--- src/rtl/seq_subtractor_pkg.sv ---
// Shared types and helpers for the multi-cycle signed subtractor.
package seq_subtractor_pkg;

    localparam int unsigned DEF_DATA_WIDTH  = 16;
    localparam int unsigned DEF_CHUNK_WIDTH = 4;
    localparam int unsigned N               = DEF_DATA_WIDTH / DEF_CHUNK_WIDTH;

    typedef enum logic [1:0] {
        IDLE,
        RUN,
        DONE
    } state_t;

    // Signed overflow of a - b: operand signs differ and the result sign left the minuend's.
    function automatic logic sub_overflow(input logic a_msb, input logic b_msb, input logic r_msb);
        return (a_msb != b_msb) && (r_msb != a_msb);
    endfunction

endpackage

--- src/rtl/seq_subtractor_sub_slice.sv ---
// One slice of a + b_n + cin, where b_n is the already-inverted subtrahend slice.
module sub_slice #(
    parameter int unsigned WIDTH = 4
) (
    input  logic [WIDTH-1:0] i_a,
    input  logic [WIDTH-1:0] i_b_n,
    input  logic             i_cin,
    output logic [WIDTH-1:0] o_s,
    output logic             o_cout
);

    logic [WIDTH-1:0] w_g;
    logic [WIDTH-1:0] w_p;

    assign w_g = i_a & i_b_n;
    assign w_p = i_a ^ i_b_n;

    always_comb begin
        logic c;
        o_s = '0;
        c   = i_cin;
        for (int unsigned i = 0; i < WIDTH; i++) begin
            o_s[i] = w_p[i] ^ c;
            c      = w_g[i] | (w_p[i] & c);
        end
        o_cout = c;
    end

endmodule

--- src/rtl/seq_subtractor.sv ---
// Multi-cycle signed subtractor: A - B as A + ~B + 1, one CHUNK_WIDTH slice per RUN cycle.
module seq_subtractor
    import seq_subtractor_pkg::*;
#(
    parameter int unsigned DATA_WIDTH  = DEF_DATA_WIDTH,
    parameter int unsigned CHUNK_WIDTH = DEF_CHUNK_WIDTH
) (
    input  logic                  clk,
    input  logic                  rst_n,
    input  logic                  in_valid,
    output logic                  in_ready,
    input  logic [DATA_WIDTH-1:0] A,
    input  logic [DATA_WIDTH-1:0] B,
    output logic                  out_valid,
    input  logic                  out_ready,
    output logic [DATA_WIDTH-1:0] result,
    output logic                  overflow
);

    localparam int unsigned NUM_SLICES = DATA_WIDTH / CHUNK_WIDTH;
    localparam int unsigned CNT_W      = (NUM_SLICES > 1) ? $clog2(NUM_SLICES) : 1;
    localparam logic [CNT_W-1:0] LAST_SLICE = CNT_W'(NUM_SLICES - 1);

    state_t r_state;
    state_t w_next;

    logic [DATA_WIDTH-1:0]  r_a;
    logic [DATA_WIDTH-1:0]  r_nb;
    logic [DATA_WIDTH-1:0]  r_result;
    logic                   r_carry;
    logic                   r_ovf;
    logic [CNT_W-1:0]       r_cnt;

    logic [CHUNK_WIDTH-1:0] w_s;
    logic                   w_cout;
    logic                   w_start;
    logic                   w_last;

    assign w_start = in_valid & in_ready;
    assign w_last  = (r_state == RUN) && (r_cnt == LAST_SLICE);

    // Operands shift right so the active slice is always the low CHUNK_WIDTH bits.
    sub_slice #(
        .WIDTH(CHUNK_WIDTH)
    ) u_slice (
        .i_a   (r_a[CHUNK_WIDTH-1:0]),
        .i_b_n (r_nb[CHUNK_WIDTH-1:0]),
        .i_cin (r_carry),
        .o_s   (w_s),
        .o_cout(w_cout)
    );

    always_comb begin
        w_next    = r_state;
        in_ready  = 1'b0;
        out_valid = 1'b0;
        case (r_state)
            IDLE: begin
                in_ready = 1'b1;
                if (in_valid) w_next = RUN;
            end
            RUN: begin
                if (w_last) w_next = DONE;
            end
            DONE: begin
                out_valid = 1'b1;
                if (out_ready) w_next = IDLE;
            end
            default: w_next = IDLE;
        endcase
    end

    always_ff @(posedge clk or negedge rst_n) begin
        if (!rst_n) r_state <= IDLE;
        else        r_state <= w_next;
    end

    always_ff @(posedge clk or negedge rst_n) begin
        if (!rst_n) begin
            r_a      <= '0;
            r_nb     <= '0;
            r_result <= '0;
            r_carry  <= 1'b1;
            r_ovf    <= 1'b0;
            r_cnt    <= '0;
        end else if (w_start) begin
            r_a     <= A;
            r_nb    <= ~B;
            r_carry <= 1'b1;
            r_cnt   <= '0;
        end else if (r_state == RUN) begin
            r_a     <= r_a >> CHUNK_WIDTH;
            r_nb    <= r_nb >> CHUNK_WIDTH;
            r_carry <= w_cout;
            r_cnt   <= r_cnt + 1'b1;
            r_result[int'(r_cnt) * CHUNK_WIDTH +: CHUNK_WIDTH] <= w_s;
            // On the last slice the low bits hold the operand MSBs; ~B is re-inverted here.
            if (w_last) r_ovf <= sub_overflow(r_a[CHUNK_WIDTH-1], ~r_nb[CHUNK_WIDTH-1], w_s[CHUNK_WIDTH-1]);
        end
    end

    assign result   = r_result;
    assign overflow = r_ovf;

endmodule

--- config.mk ---
export PLATFORM = sky130hd
export DESIGN_NAME = seq_subtractor
export DESIGN_NICKNAME = d
export VERILOG_FILES = /design/src/rtl/seq_subtractor_pkg.sv /design/src/rtl/seq_subtractor_sub_slice.sv /design/src/rtl/seq_subtractor.sv
export SDC_FILE = /design/constraint.sdc
export NUM_CORES = 1
export LEC_CHECK = 0
export BUFFER_PORTS_ARGS = -buffer_cell sky130_fd_sc_hd__buf_2
export CELL_PAD_IN_SITES_DETAIL_PLACEMENT = 1
export CELL_PAD_IN_SITES_GLOBAL_PLACEMENT = 2
export CORE_MARGIN = 5
export CORE_UTILIZATION = 37
export CTS_CLUSTER_SIZE = 25
export DETAILED_ROUTE_END_ITERATION = 6
export PLACE_DENSITY = 0.86
export SLEW_MARGIN = 20
export SYNTH_ARGS = -nofsm -noshare
export SYNTH_HDL_FRONTEND = slang
export SYNTH_HIERARCHICAL = 1
export SYNTH_SLANG_ARGS = --single-unit
--- constraint.sdc ---
create_clock -name clk -period 5 [get_ports clk]
set_input_delay 1.5 -clock clk [delete_from_list [all_inputs] [get_ports clk]]
set_output_delay 1.5 -clock clk [all_outputs]
set_load 0.1 [all_outputs]
Word level (Yosys, flattened, before mapping)
Cells that the tools add are included.
Cells by class
  add/sub/neg operators: 2
  equality and inequality tests: 8
  shift operators: 2
  muxes and demuxes: 15
  bitwise gates (word level): 18
  reduce and logical (&&, ||, !) cells: 7
Operators by type and width (number)
  2-to-1 mux 16 bit: 4
  negation 4 -> 34 bit: 1
  variable shift 4 x 34 -> 16 bit (first input constant): 1
  indexed part select 4 x 34 -> 16 bit: 1
  bitwise mux 16 bit: 1
  NOT 16 bit: 1
  2-to-1 mux 2 bit: 5
  inequality test 2 bit (second input constant): 3
  case mux 2 bit (3 select lines): 1
  AND reduction 3 bit: 2
  bitwise AND 1 bit: 5
  bitwise AND 4 bit: 1
  equality test 2 bit (second input constant): 2
  2-to-1 mux 1 bit: 4
  bitwise OR 1 bit: 4
  XOR 1 bit: 4
  XOR 4 bit: 1
  adder 2 x 1 -> 2 bit (second input constant): 1
  equality test 2 x 1 -> 1 bit (second input constant): 1
  logical AND 1 bit: 2
  zero test 2 bit: 1
  inequality test 1 bit: 2
  NOT 1 bit: 2
  AND reduction 2 bit: 1
  nonzero test 2 bit: 1
Storage, ports and cells
  register bits: 54
  output and inout port bits: 19

Longest topological paths before layout
  depth after elaboration: 11
  mapped depth: 11
  gate-level depth less buffers: 11

Hierarchy
Netlist, hierarchy kept.
Modules (own cells, without submodules)
  seq_subtractor: times used 1, cells an instance 205, area an instance 2418.6 um^2, seq. area each 1352.5 um^2
  sub_slice: times used 1, cells an instance 14, area an instance 117.6 um^2, seq. area each 0.0 um^2

Worst setup path before layout
No wires, ideal clock.
  path type: register to output
  start: register r_state[0]
  end: output out_valid
  arrival time: 1.980 ns
  required time: 3.500 ns
  path slack: 1.520 ns
  cell stages (with the launch flop): 3
  buffers on the path: 1
  path through: dfrtp_1 > buf_4 > nor2b_1
On the way
  cells in the longest elaborated chain, start to end: 2
Ends and longest elaborated chain
  start, declared: line seq_subtractor.sv:24  | state_t r_state;
  start signal, assigned: line seq_subtractor.sv:75  | else r_state <= w_next;
  equality test 2 bit: line seq_subtractor.sv:57  | case (r_state)
  2-to-1 mux 1 bit: line seq_subtractor.sv:57
  end, declared: line seq_subtractor.sv:14  | output logic out_valid,
Every way passes these cells.

Worst setup path in the final report
Ends and elaborated chain as after synthesis.

==> out/results.txt <==
The flow ran to the end, and the final reports show no timing, DRC or antenna violations. The number of vias after detailed routing was 1,831; the footprint of the multi-input gates was 1040 sq um. The tools report the total setup violations reported at the end of the flow as 0. The min-delay analysis places its worst path in the category reg2reg. Summing the areas of all compound-gate instances in the mapped netlist gives 18.0% of the synthesized area.

Using the TritonRoute via totals, the vias-per-cell ratio works out to 5.22. The register area was 1350 sq um. Clock tree synthesis found a total of 54 sinks.

The number of filler cells placed in the layout was 770; the share of synthesized area occupied by flip-flops and latches was 53.3%. The highest layer touched by signal routing is met4. After Yosys synthesis, XOR and XNOR cells account for 0% of the synthesized area. The number of synthesized flops with an enable pin came out at 0.

Most frequent standard cell in the layout excluding fill and tap cells: sky130_fd_sc_hd__buf_2. Data on the critical path arrives at its endpoint at 1630 ps. TritonCTS built the clock tree. The share of synthesized registers carrying an async set or reset came out at 100%. The synthesized netlist devotes 17.0% of its cell area to simple gates. The total count of max-transition violations in the final report is 0. The pin count of the biggest net entering global routing came out at 31. The library cell used as clock root buffer was sky130_fd_sc_hd__clkbuf_8. The H-tree was split into 2 levels. Post-CTS timing repair inserted 0 buffers for setup.

After detailed routing, the number of remaining DRC violations is 0. In the synthesized netlist, the number of instances is 219. The routed design could run at a clock period as short as 3130 ps. The width of the die works out to 92.8 microns. Setup repair after global routing left no endpoint under its margin. The library cells used most frequently in the layout, excluding fill and tap cells, are 54 x sky130_fd_sc_hd__buf_2, 53 x sky130_fd_sc_hd__dfrtp_1, 38 x sky130_fd_sc_hd__nand2_1. Required time at the endpoint of the critical path: 3500 ps.

The clock input transition at the sequential cells of the worst setup and hold paths was 90 ps. During I/O placement, the number of pins put on the boundary was 55. Global routing used 14.3% of the available tracks across all layers. Wire segments on met2 add up to 2.75 mm in the final route.

Timing would allow up to 0.319 GHz. Summing every instance area after synthesis gives 2540 sq um. The number of detailed-route iterations in the first pass is 4. The delay contributed by the slowest stage of the critical path is 620 ps. Yosys printed 6 warnings. The detailed router put a total of 2.76 mm of wire on met1. The critical path's top delay family was flip-flops. The average detailed-routed wire length per instance was 16.6 microns; the synthesized area divided by synthesized cell count was 11.6 sq um. On the critical path, the stage with the largest delay is an instance of sky130_fd_sc_hd__dfrtp_1.

Hold repair after CTS inserted 0 buffers. The signal on the critical path passes through nor2b_1 -> buf_2. For the pin with the worst max-slew slack, the measured transition is 951 ps. Clock tree synthesis inserted a total of 5 buffers. From bottom edge to top edge, the die measures 92.8 microns. Max-cap violations in this run came to 0. The count of nets left with antenna violations once routing finished came out at 0. The initialized floorplan defines 30 standard-cell rows. Yosys mapped the design onto 38 distinct sky130hd cell types.

After legalization and detailed placement, the total HPWL measured 4.11 mm. The largest fanout of any net on the critical path came out at 13. For this run, the leading register cell type out of synthesis is sky130_fd_sc_hd__dfrtp_1. After routing, the total negative slack on setup checks comes to 0 ps.

The share of final-layout standard cells stronger than drive strength 1 was 31.0%. The core region is 6720 sq um. The adder-cell area share of the yosys netlist is 6.12%, and the number of failing hold endpoints at the final stage is 0. The tools report the first-pass GRT wire length as 9.84 mm. The floorplan step defined a die boundary enclosing 8610 sq um. The clock passes through at most 2 buffers. STA classifies the critical path startpoint as a register. The clock arrives with 5.56 ps of skew.

The critical path buffer and inverter count is 1. The number of I/O port buffers was 54. Largest family of logic cells by synthesized area: compound AO/OA/AOI/OAI gates. In the final design database the tool counted 316 nets. Global routing finished with a remaining overflow of 0. The number of nets handed over by synthesis was 265.

The clock reaches the later pin of the worst-skew pair after 300 ps. The last weighted congestion value of the routability-driven placer is 0.761. Area added between synthesis and finish: 15.8%. The run gives 58 as the DRC violation total after the first TritonRoute iteration. The synthesized design contains 54 register bits. Once the floorplan was initialized, standard cells occupied 37.7% of the core.

The number of antenna violations at the first check in global routing came out at 0. Type of the worst setup path: reg2out. The number of gates resized after CTS was 0.

The worst setup path is captured at an output port. The run gives 2,033 as the via count of the first global-routing pass. Met3 layer wire length in the routed design: 273 microns.

The aggregate routed wire length was 5.83 mm. Headroom to the max-slew limit came out at 36.6%. The ratio of final minimum period to clock period works out to 62.6%. The proportion of synthesized area in mux cells is 0%. The number of antenna diodes in the final layout is 0.
==> cell usage after synthesis, types with 2 or more instances <==
master / instances / area, sq um
sky130_fd_sc_hd__a21oi_1: 2 / 10.0
sky130_fd_sc_hd__a221o_1: 5 / 50.1
sky130_fd_sc_hd__a221o_2: 7 / 78.8
sky130_fd_sc_hd__a22o_1: 15 / 131
sky130_fd_sc_hd__a22oi_1: 12 / 90.1
sky130_fd_sc_hd__buf_2: 3 / 15.0
sky130_fd_sc_hd__buf_4: 2 / 15.0
sky130_fd_sc_hd__buf_6: 2 / 22.5
sky130_fd_sc_hd__clkbuf_1: 3 / 11.3
sky130_fd_sc_hd__dfrtp_1: 53 / 1330
sky130_fd_sc_hd__fa_1: 4 / 80.1
sky130_fd_sc_hd__ha_1: 6 / 75.1
sky130_fd_sc_hd__inv_1: 13 / 48.8
sky130_fd_sc_hd__nand2_1: 38 / 143
sky130_fd_sc_hd__nand2b_1: 2 / 12.5
sky130_fd_sc_hd__nand3_1: 9 / 45.0
sky130_fd_sc_hd__nand3b_1: 2 / 15.0
sky130_fd_sc_hd__nand3b_4: 2 / 40.0
sky130_fd_sc_hd__nor2_1: 15 / 56.3
sky130_fd_sc_hd__nor2b_1: 2 / 12.5
sky130_fd_sc_hd__o21ai_2: 4 / 35.0
sky130_fd_sc_hd__o31ai_1: 2 / 15.0
==> cell families (layout without fill, tap and decap cells) <==
group,Yosys count,after routing
and+or+nand+nor,78,78
DFF,54,54
AOI/OAI and AO/OA,52,52
buffers and inverters,25,77
adders and majority gates,10,10
==> final timing paths <==
check                                       startpoint                      to  slack, ps  cells after the start
worst min-delay path               r_a[10]$_DFFE_PN0P_     r_a[10]$_DFFE_PN0P_        490                      2
worst min register to register     r_a[10]$_DFFE_PN0P_     r_a[10]$_DFFE_PN0P_        490                      2
worst max register to register      r_a[0]$_DFFE_PN0P_    overflow$_DFFE_PN0P_       2330                     11
max in group asynchronous                        rst_n     r_carry$_DFFE_PN1P_       2970                      2
min in group asynchronous                        rst_n  result[12]$_DFFE_PN0P_       1180                      1
worst max-delay path            r_state[0]$_DFFE_PN0P_               out_valid       1870                      2
==> stage by stage <==
step | setup slack (ps) | cells | hold slack [ps] | utilization [%] | area [sq um]
detailed placement | 1990 | 343 | 467 | 42.1 | 2830
floorplan | 1520 | 219 | 445 | - | 2540
global route | 1810 | 351 | 513 | 43.7 | 2940
CTS | 1860 | 351 | 491 | 43.7 | 2940
finish | 1870 | 351 | 486 | 43.7 | 2940
global placement | 2030 | 343 | 458 | 42.1 | 2830
==> layer usage <==
layer | GRT usage, % | vias to the layer above
li1 | - | 870
met1 | 18.6 | 913
met2 | 23.9 | 44
met3 | 3.41 | 4
met4 | 3.66 | 0
met5 | 0 | -
==> flip-flops by register name (all words and copies together), names as in the netlist <==
register / count
r_nb: 16
result: 16
r_a: 16
r_cnt: 2
overflow: 1
r_carry: 1
r_state: 2
==> worst reg2reg max path: stages (launching register included) <==
cell                      delay, ps
sky130_fd_sc_hd__dfrtp_1        400
sky130_fd_sc_hd__inv_1           90
sky130_fd_sc_hd__fa_1           170
sky130_fd_sc_hd__inv_1           50
sky130_fd_sc_hd__fa_1           370
sky130_fd_sc_hd__fa_1           360
sky130_fd_sc_hd__inv_1           80
sky130_fd_sc_hd__fa_1           400
sky130_fd_sc_hd__inv_1          210
sky130_fd_sc_hd__and3b_1        210
sky130_fd_sc_hd__a21oi_1        120
sky130_fd_sc_hd__a31oi_1        100
==> cell type report <==
cell class	count	area share, %
clock buffers	7	2.60
clock inverters	1	1.02
inverters	13	1.66
multi-input cells	140	35.6
flip-flops and latches	54	46.0
well taps	80	3.41
repair buffers	56	9.71
Power is left out: the tool's default activity adds up to more than one toggle a clock period on the data nets, which glitch-free logic cannot reach.
